$ cat src/rtl/tanh_pwl_pkg.sv
`default_nettype none
// +-----------------------------------------------------------------------+
// | tanh_pwl_pkg : chord tables and mode encoding for the tanh pipeline   |
// | Rev 1.0                                                               |
// +-----------------------------------------------------------------------+
package tanh_pwl_pkg;

    localparam int NUM_SEG = 4;

    localparam logic MODE_PWL  = 1'b0;
    localparam logic MODE_HARD = 1'b1;

    // Unsigned Q0.16; BASE[s+1] = BASE[s] + SLOPE[s] keeps the chords continuous.
    localparam logic [NUM_SEG-1:0][15:0] BASE  = {16'd65212, 16'd63178, 16'd49912, 16'd0};
    localparam logic [NUM_SEG-1:0][15:0] SLOPE = {16'd280, 16'd2034, 16'd13266, 16'd49912};

endpackage
`default_nettype wire

$ cat src/rtl/tanh_pwl_seg_lut.sv
`default_nettype none
// +-----------------------------------------------------------------------+
// | tanh_pwl_seg_lut : combinational segment -> {base, slope} lookup      |
// | Rev 1.0                                                               |
// +-----------------------------------------------------------------------+
module tanh_pwl_seg_lut
    import tanh_pwl_pkg::*;
(
    input  logic [$clog2(NUM_SEG)-1:0] i_seg,
    output logic [15:0]                o_base,
    output logic [15:0]                o_slope
);

    assign o_base  = BASE[i_seg];
    assign o_slope = SLOPE[i_seg];

endmodule
`default_nettype wire

$ cat src/rtl/tanh_pwl_stream.sv
`default_nettype none
// +-----------------------------------------------------------------------+
// | tanh_pwl_stream : 3-stage streaming tanh (4-chord PWL or hard clamp)  |
// | Optional saturation counter: define TANH_SAT_CNT_EN                   |
// | Rev 1.0                                                               |
// +-----------------------------------------------------------------------+
module tanh_pwl_stream
    import tanh_pwl_pkg::*;
#(
    parameter int DATA_W = 8
) (
    input  logic              clk,
    input  logic              reset_n,
    input  logic [DATA_W-1:0] In,
    input  logic              in_valid,
    output logic              in_ready,
    input  logic              mode_i,
    output logic [DATA_W-1:0] Out1,
    output logic              out_valid,
    input  logic              out_ready
`ifdef TANH_SAT_CNT_EN
    ,
    input  logic              sat_clr,
    output logic [15:0]       sat_cnt
`endif
);

    localparam int FRAC_IN  = DATA_W - 3;
    localparam int FRAC_OUT = DATA_W - 1;
    localparam int MAG_W    = DATA_W - 1;
    localparam int PROD_W   = 16 + FRAC_IN;
    localparam int RND_W    = DATA_W + 1;
    localparam logic [MAG_W-1:0]  MAG_MAX  = {MAG_W{1'b1}};
    localparam logic [RND_W-1:0]  RES_MAX  = {2'b00, MAG_MAX};
    localparam logic [17:0]       RND_HALF = 18'd1 << (15 - FRAC_OUT);

    logic              w_en;
    logic [MAG_W-1:0]  w_neg;
    logic [MAG_W-1:0]  w_mag;
    logic [15:0]       w_base;
    logic [15:0]       w_slope;
    logic [PROD_W-1:0] w_prod_full;
    logic [16:0]       w_m16;
    logic [17:0]       w_rsum;
    logic [RND_W-1:0]  w_pwl;
    logic [RND_W-1:0]  w_hard;
    logic [RND_W-1:0]  w_r;
    logic              w_sat;
    logic [DATA_W-1:0] w_res;
    logic [DATA_W-1:0] w_out;

    logic              r_s1_v, r_s1_sign, r_s1_mode;
    logic [MAG_W-1:0]  r_s1_mag;
    logic              r_s2_v, r_s2_sign, r_s2_mode;
    logic [MAG_W-1:0]  r_s2_mag;
    logic [15:0]       r_s2_base;
    logic [15:0]       r_s2_prod;
    logic              r_out_v;
    logic [DATA_W-1:0] r_out;

    // Single global enable: every stage moves together, bubbles included.
    assign w_en      = ~r_out_v | out_ready;
    assign in_ready  = w_en;
    assign out_valid = r_out_v;
    assign Out1      = r_out;

    // S1: magnitude, with -4.0 pinned to the largest positive code.
    assign w_neg = ~In[MAG_W-1:0] + {{(MAG_W-1){1'b0}}, 1'b1};
    assign w_mag = !In[DATA_W-1]                  ? In[MAG_W-1:0] :
                   (In == {1'b1, {MAG_W{1'b0}}}) ? MAG_MAX : w_neg;

    // S2: segment slope times fractional offset.
    tanh_pwl_seg_lut u_lut (
        .i_seg   (r_s1_mag[MAG_W-1 -: 2]),
        .o_base  (w_base),
        .o_slope (w_slope)
    );

    assign w_prod_full = {{FRAC_IN{1'b0}}, w_slope} * {16'd0, r_s1_mag[FRAC_IN-1:0]};

    // S3: chord sum, round half up to FRAC_OUT bits, clamp, restore sign.
    assign w_m16  = {1'b0, r_s2_base} + {1'b0, r_s2_prod};
    assign w_rsum = {1'b0, w_m16} + RND_HALF;
    assign w_pwl  = RND_W'(w_rsum >> (16 - FRAC_OUT));
    assign w_hard = {2'b00, r_s2_mag} << (FRAC_OUT - FRAC_IN);
    assign w_r    = (r_s2_mode == MODE_HARD) ? w_hard : w_pwl;
    assign w_sat  = (w_r > RES_MAX);
    assign w_res  = w_sat ? {1'b0, MAG_MAX} : {1'b0, w_r[MAG_W-1:0]};
    assign w_out  = r_s2_sign ? (~w_res + {{(DATA_W-1){1'b0}}, 1'b1}) : w_res;

    always_ff @(posedge clk or negedge reset_n) begin
        if (!reset_n) begin
            r_s1_v    <= 1'b0;
            r_s1_sign <= 1'b0;
            r_s1_mode <= 1'b0;
            r_s1_mag  <= '0;
            r_s2_v    <= 1'b0;
            r_s2_sign <= 1'b0;
            r_s2_mode <= 1'b0;
            r_s2_mag  <= '0;
            r_s2_base <= '0;
            r_s2_prod <= '0;
            r_out_v   <= 1'b0;
            r_out     <= '0;
        end else if (w_en) begin
            r_s1_v    <= in_valid;
            r_s1_sign <= In[DATA_W-1];
            r_s1_mode <= mode_i;
            r_s1_mag  <= w_mag;
            r_s2_v    <= r_s1_v;
            r_s2_sign <= r_s1_sign;
            r_s2_mode <= r_s1_mode;
            r_s2_mag  <= r_s1_mag;
            r_s2_base <= w_base;
            r_s2_prod <= 16'(w_prod_full >> FRAC_IN);
            r_out_v   <= r_s2_v;
            if (r_s2_v) begin
                r_out <= w_out;
            end
        end
    end

`ifdef TANH_SAT_CNT_EN
    logic [15:0] r_sat_cnt;

    always_ff @(posedge clk or negedge reset_n) begin
        if (!reset_n) begin
            r_sat_cnt <= '0;
        end else if (sat_clr) begin
            r_sat_cnt <= '0;
        end else if (w_en && r_s2_v && w_sat && (r_sat_cnt != 16'hFFFF)) begin
            r_sat_cnt <= r_sat_cnt + 16'd1;
        end
    end

    assign sat_cnt = r_sat_cnt;
`endif

endmodule
`default_nettype wire

$ cat config.mk
export PLATFORM = sky130hd
export DESIGN_NAME = tanh_pwl_stream
export DESIGN_NICKNAME = d
export VERILOG_FILES = /design/src/rtl/tanh_pwl_pkg.sv /design/src/rtl/tanh_pwl_seg_lut.sv /design/src/rtl/tanh_pwl_stream.sv
export SDC_FILE = /design/constraint.sdc
export NUM_CORES = 1
export LEC_CHECK = 0
export CAP_MARGIN = 25
export CORE_MARGIN = 2
export CORE_UTILIZATION = 50
export CTS_CLUSTER_SIZE = 40
export DETAILED_ROUTE_END_ITERATION = 10
export PLACE_DENSITY = 0.74
export SLEW_MARGIN = 20
export SYNTH_ARGS = -nofsm -noshare
export SYNTH_HDL_FRONTEND = slang
export SYNTH_SLANG_ARGS = --single-unit
$ cat constraint.sdc
create_clock -name clk -period 8.8 [get_ports clk]
set_input_delay 1.76 -clock clk [delete_from_list [all_inputs] [get_ports clk]]
set_output_delay 1.76 -clock clk [all_outputs]
set_load 0.02 [all_outputs]
After elaboration in Yosys (flattened, before gate mapping):

Index checks and enable logic that the tools add are counted.

* add/sub/neg operators: 4
* multipliers: 1
* order comparisons: 2
* eq/ne operators: 1
* multiplexer cells: 9
* bitwise gates (word level): 4
* reduce and logical (&&, ||, !) cells: 1

Operators with widths (number)
* 16-bit binary-select mux with 2-bit select: 2
* 16-bit two-way mux: 2
* 16-bit by 5-bit multiplier with 21-bit output: 1
* 7-bit two-way mux: 3
* 17-bit by 9-bit adder with 18-bit output, second input constant: 1
* 16-bit by 16-bit adder with 17-bit output: 1
* 9-bit by 7-bit > comparator with 1-bit output, second input constant: 1
* 9-bit two-way mux: 1
* 8-bit by 1-bit adder with 8-bit output, second input constant: 1
* 8-bit == test, second input constant: 1
* 8-bit two-way mux: 1
* 7-bit NOT with 8-bit output: 1
* 7-bit by 1-bit adder with 7-bit output, second input constant: 1
* 7-bit NOT: 1
* 2-bit by 3-bit < comparator with 1-bit output, second input constant: 1
* 2-bit AND reduction: 1
* 1-bit NOT: 1
* 1-bit OR: 1

* register bits after elaboration: 61
* input port bits: 13
* output and inout bits: 10
* logic and storage cells: 34

Longest topological paths before layout:

* depth after elaboration: 8
* depth in mapped cells: 17
* gate-level depth less buffers: 17

By module:

A second synthesis with hierarchy kept.

* cells, all modules: 671
* area total of the unflattened synthesis: 5791.8 µm²

Modules (own cells, without submodules)
* tanh_pwl_stream: times used 1, cells an instance 634, area each 5511.5 µm², seq. area each 1526.5 µm²
* tanh_pwl_seg_lut: times used 1, cells an instance 37, area each 280.3 µm², seq. area each 0.0 µm²

Worst setup path before layout:

Ideal clock, no wire load.

* path kind: flip-flop to flip-flop
* from: reg r_s1_mag[5]
* to: reg r_s2_prod[15]
* library setup time: 148 ps
* arrival: 4292 ps
* required time: 8652 ps
* slack: 4360 ps
* cell stages (with the launch flop): 18
* buffers on the path: 0
* clock period less this slack: 4440 ps
* cell sequence: dfrtp_1 -> ha_1 -> nand2b_1 -> fa_1 -> inv_1 -> fa_1 -> inv_1 -> fa_1 -> inv_1 -> ha_1 -> and2_1 -> a311oi_1 -> a21oi_1 -> o211ai_1 -> nand3_1 -> a31oi_1 -> xnor2_1 -> a21oi_1

* cells in the longest elaborated chain, start to end: 3

RTL lines
* start: declaration: line tanh_pwl_stream.sv:53 `logic [MAG_W-1:0] r_s1_mag;`
* start signal: assignment: line tanh_pwl_stream.sv:109 `r_s1_mag <= w_mag;`
* 16-bit binary-select mux with 2-bit select: line tanh_pwl_seg_lut.sv:15 `assign o_slope = SLOPE[i_seg];`
* 16-bit two-way mux (not written as such): line tanh_pwl_seg_lut.sv:15
* 16-bit by 5-bit multiplier with 21-bit output: line tanh_pwl_stream.sv:79 `assign w_prod_full = {{FRAC_IN{1'b0}}, w_slope} * {16'd0, r_s1_mag[FRAC_IN-1:0]};`
* end signal: assignment: line tanh_pwl_stream.sv:115 `r_s2_prod <= 16'(w_prod_full >> FRAC_IN);`
* end: declaration: line tanh_pwl_stream.sv:57 `logic [15:0] r_s2_prod;`

Every way passes these cells. The select of a mux whose other input is x is not followed.
A chain may end at the register's enable or synchronous reset.

Worst setup path in the final report:

* from: in out_ready
* to: out in_ready

* cells in the longest elaborated chain, start to end: 1

RTL lines
* start: declaration: line tanh_pwl_stream.sv:20 `input logic out_ready`
* 1-bit OR: line tanh_pwl_stream.sv:62 `assign w_en = ~r_out_v | out_ready;`
* end: declaration: line tanh_pwl_stream.sv:16 `output logic in_ready,`

Every way passes these cells.

==> impl_metrics.json <==
{
  "slew_violations": 0,
  "firstDrtPassIters": 4,
  "maxCapViolCount": 0,
  "initial_core_util": 0.517,
  "layout_commonest_cell": "nand2_1",
  "synth-async-reset-ratio": 1.00,
  "layout_common_cells": "73 x nand2_1, 62 x inv_1, 52 x ha_1",
  "nFillCells": 789,
  "area_delta_synth_final_pct": 9.47,
  "nets": 624,
  "status": "complete, no violations",
  "tightestPinTransition_ns": 0.590,
  "cts_buffer_depth": 2,
  "grt_overflow_total": 0,
  "grt_start_max_net_pins": 44,
  "critPathArrivalTime_ns": 3.34,
  "setup_violations": 0,
  "finalSetupTns_ns": 0,
  "post_synth_num_cell_types": 59,
  "drc_errors": 0,
  "final_antenna_net_count": 0,
  "wire_per_inst_um": 14.1,
  "netlist_area_sq_um": 4530,
  "fin_crit_ns": 5.10,
  "ioPinCount": 23,
  "utilization": 0.566,
  "slew_headroom": 0.604,
  "grt_pass1_wl_um": 16100,
  "required_ns": 7.04,
  "synthCells": 518,
  "diodes": 0,
  "die-area_sq_um": 9840,
  "netlist.area_leader.share": 0.265,
  "grt_usage": 0.200,
  "core_area_sq_um": 8760,
  "place_inst": 632,
  "synthTopCellsByArea": "dfrtp_1 26%, ha_1 14%, fa_1 12%",
  "placementRows": 34,
  "fin_crit_sh": 0.580,
  "wl_um": 9000,
  "hold_violations": 0,
  "synth-edff-count": 0,
  "cp_max_fo": 33,
  "grt_setup_unrepaired": "false",
  "syn-num-nets": 611,
  "hold_buffers": 0,
  "skew_ns": 0.0108,
  "route.vias.total": 3453,
  "globalplace.congestion": 0.930,
  "die_x_um": 99.2,
  "cts-htree-levels": 2,
  "clk_latency_ns": 0.31,
  "max_freq_mhz": 196,
  "clk_pin_slew_ns": 0.10,
  "cts_tree": "yes",
  "die_y_um": 99.2,
  "layout-drive-gt1-share": 0.0432,
  "hpwl_um": 7260,
  "viasPerCell": 5.40,
  "yosysTopAreaCell": "dfrtp_1",
  "postCtsSetupBuffers": 0,
  "synth_seq_cells": 48,
  "port_buffers": 22,
  "grt_pass1_vias": 3455,
  "dr.first_iter.drc_count": 117,
  "cts_buffers": 5,
  "cp-start-kind": "input pin",
  "hold_path.class": "reg -> reg",
  "final_cell_count_no_fill": 640,
  "antenna_found_initial": 0,
  "cts_sinks": 48,
  "syn_area_per_cell_sq_um": 8.75,
  "worstSetupPathType": "in -> out",
  "synthFlopType": "dfrtp_1",
  "yosysWarnings": 0,
  "seq_area_frac_synth": 0.265,
  "clock-root-buffer": "clkbuf_8",
  "worst_setup_path_end_kind": "output pin",
  "ctsResizeCount": 0
}
## routing by layer
layer,wire length [um],track usage
met4,77,0.0337
met5,0,0
met2,4340,0.340
met1,4380,0.279
met3,200,0.0260
## flip-flops by register name (all words and copies together), names as in the netlist
register and cells:
r_s2_prod 15, Out1 8, r_s1_mag 7, r_s2_mag 6
r_s2_base 5, out_valid 1, r_s1_mode 1, r_s1_sign 1
r_s1_v 1, r_s2_mode 1, r_s2_sign 1, r_s2_v 1
## cell usage after synthesis (all sizes together), types with 8 or more instances
master  count
xnor2      11
clkbuf     17
inv        62
nor2b      11
a21o        8
fa         28
nand2      73
nor3       14
xor2       10
a21oi      24
nand2b     10
ha         52
dfrtp      48
and2       12
nor2       36
o21ai      21
## cell families after synthesis
kind of cell,count (synthesis),synth area share
AOI/OAI and AO/OA,98,0.152
xor gates and xnor gates,21,0.0406
adders and majority gates,80,0.267
buffers and inverters,82,0.0684
DFF,48,0.265
muxes,3,0.00800
and+or+nand+nor,186,0.199
## path summary, 6_finish.rpt
kind / startpoint / to / slack, ns / depth (start not counted)
max: out_ready / in_ready / 3.70 / 5
min: r_s2_mag[3] / r_s2_mag[3] / 0.48 / 2
max reg2reg: r_s1_mag[5] / r_s2_prod[15] / 3.92 / 17
min reg2reg: r_s2_mag[3] / r_s2_mag[3] / 0.48 / 2
max in group asynchronous: reset_n / r_s2_base[1] / 6.92 / 2
min in group asynchronous: reset_n / Out1[2] / 1.37 / 1
## final cells by class
| type | instances | area (sq um) | share of cell area |
|---|---|---|---|
| multi-input cells | 388 | 3020 | 0.609 |
| flip-flops and latches | 48 | 1200 | 0.242 |
| repair buffers | 25 | 250 | 0.0504 |
| inverters | 63 | 236 | 0.0477 |
| well taps | 108 | 135 | 0.0272 |
| clock buffers | 5 | 68.8 | 0.0139 |
| clock inverters | 3 | 46.3 | 0.00933 |
## through the flow
stage	instance area, sq um	hold WS, ns	setup slack (ns)
final	4960	0.479	3.70
after CTS	4960	0.482	3.70
after detailed placement	4850	0.459	3.69
after floorplan	4530	0.439	4.36
after global routing	4960	0.501	3.49
after global placement	4830	0.451	3.71
## worst max-delay path, stage by stage
cell and delay [ns]:
clkdlybuf4s50_1 0.42, nor2b_2 0.11, buf_4 0.31, clkinv_1 0.17
clkdlybuf4s50_1 0.56
Power is left out: the tool's default activity adds up to more than one toggle a clock period on the data nets, which glitch-free logic cannot reach.
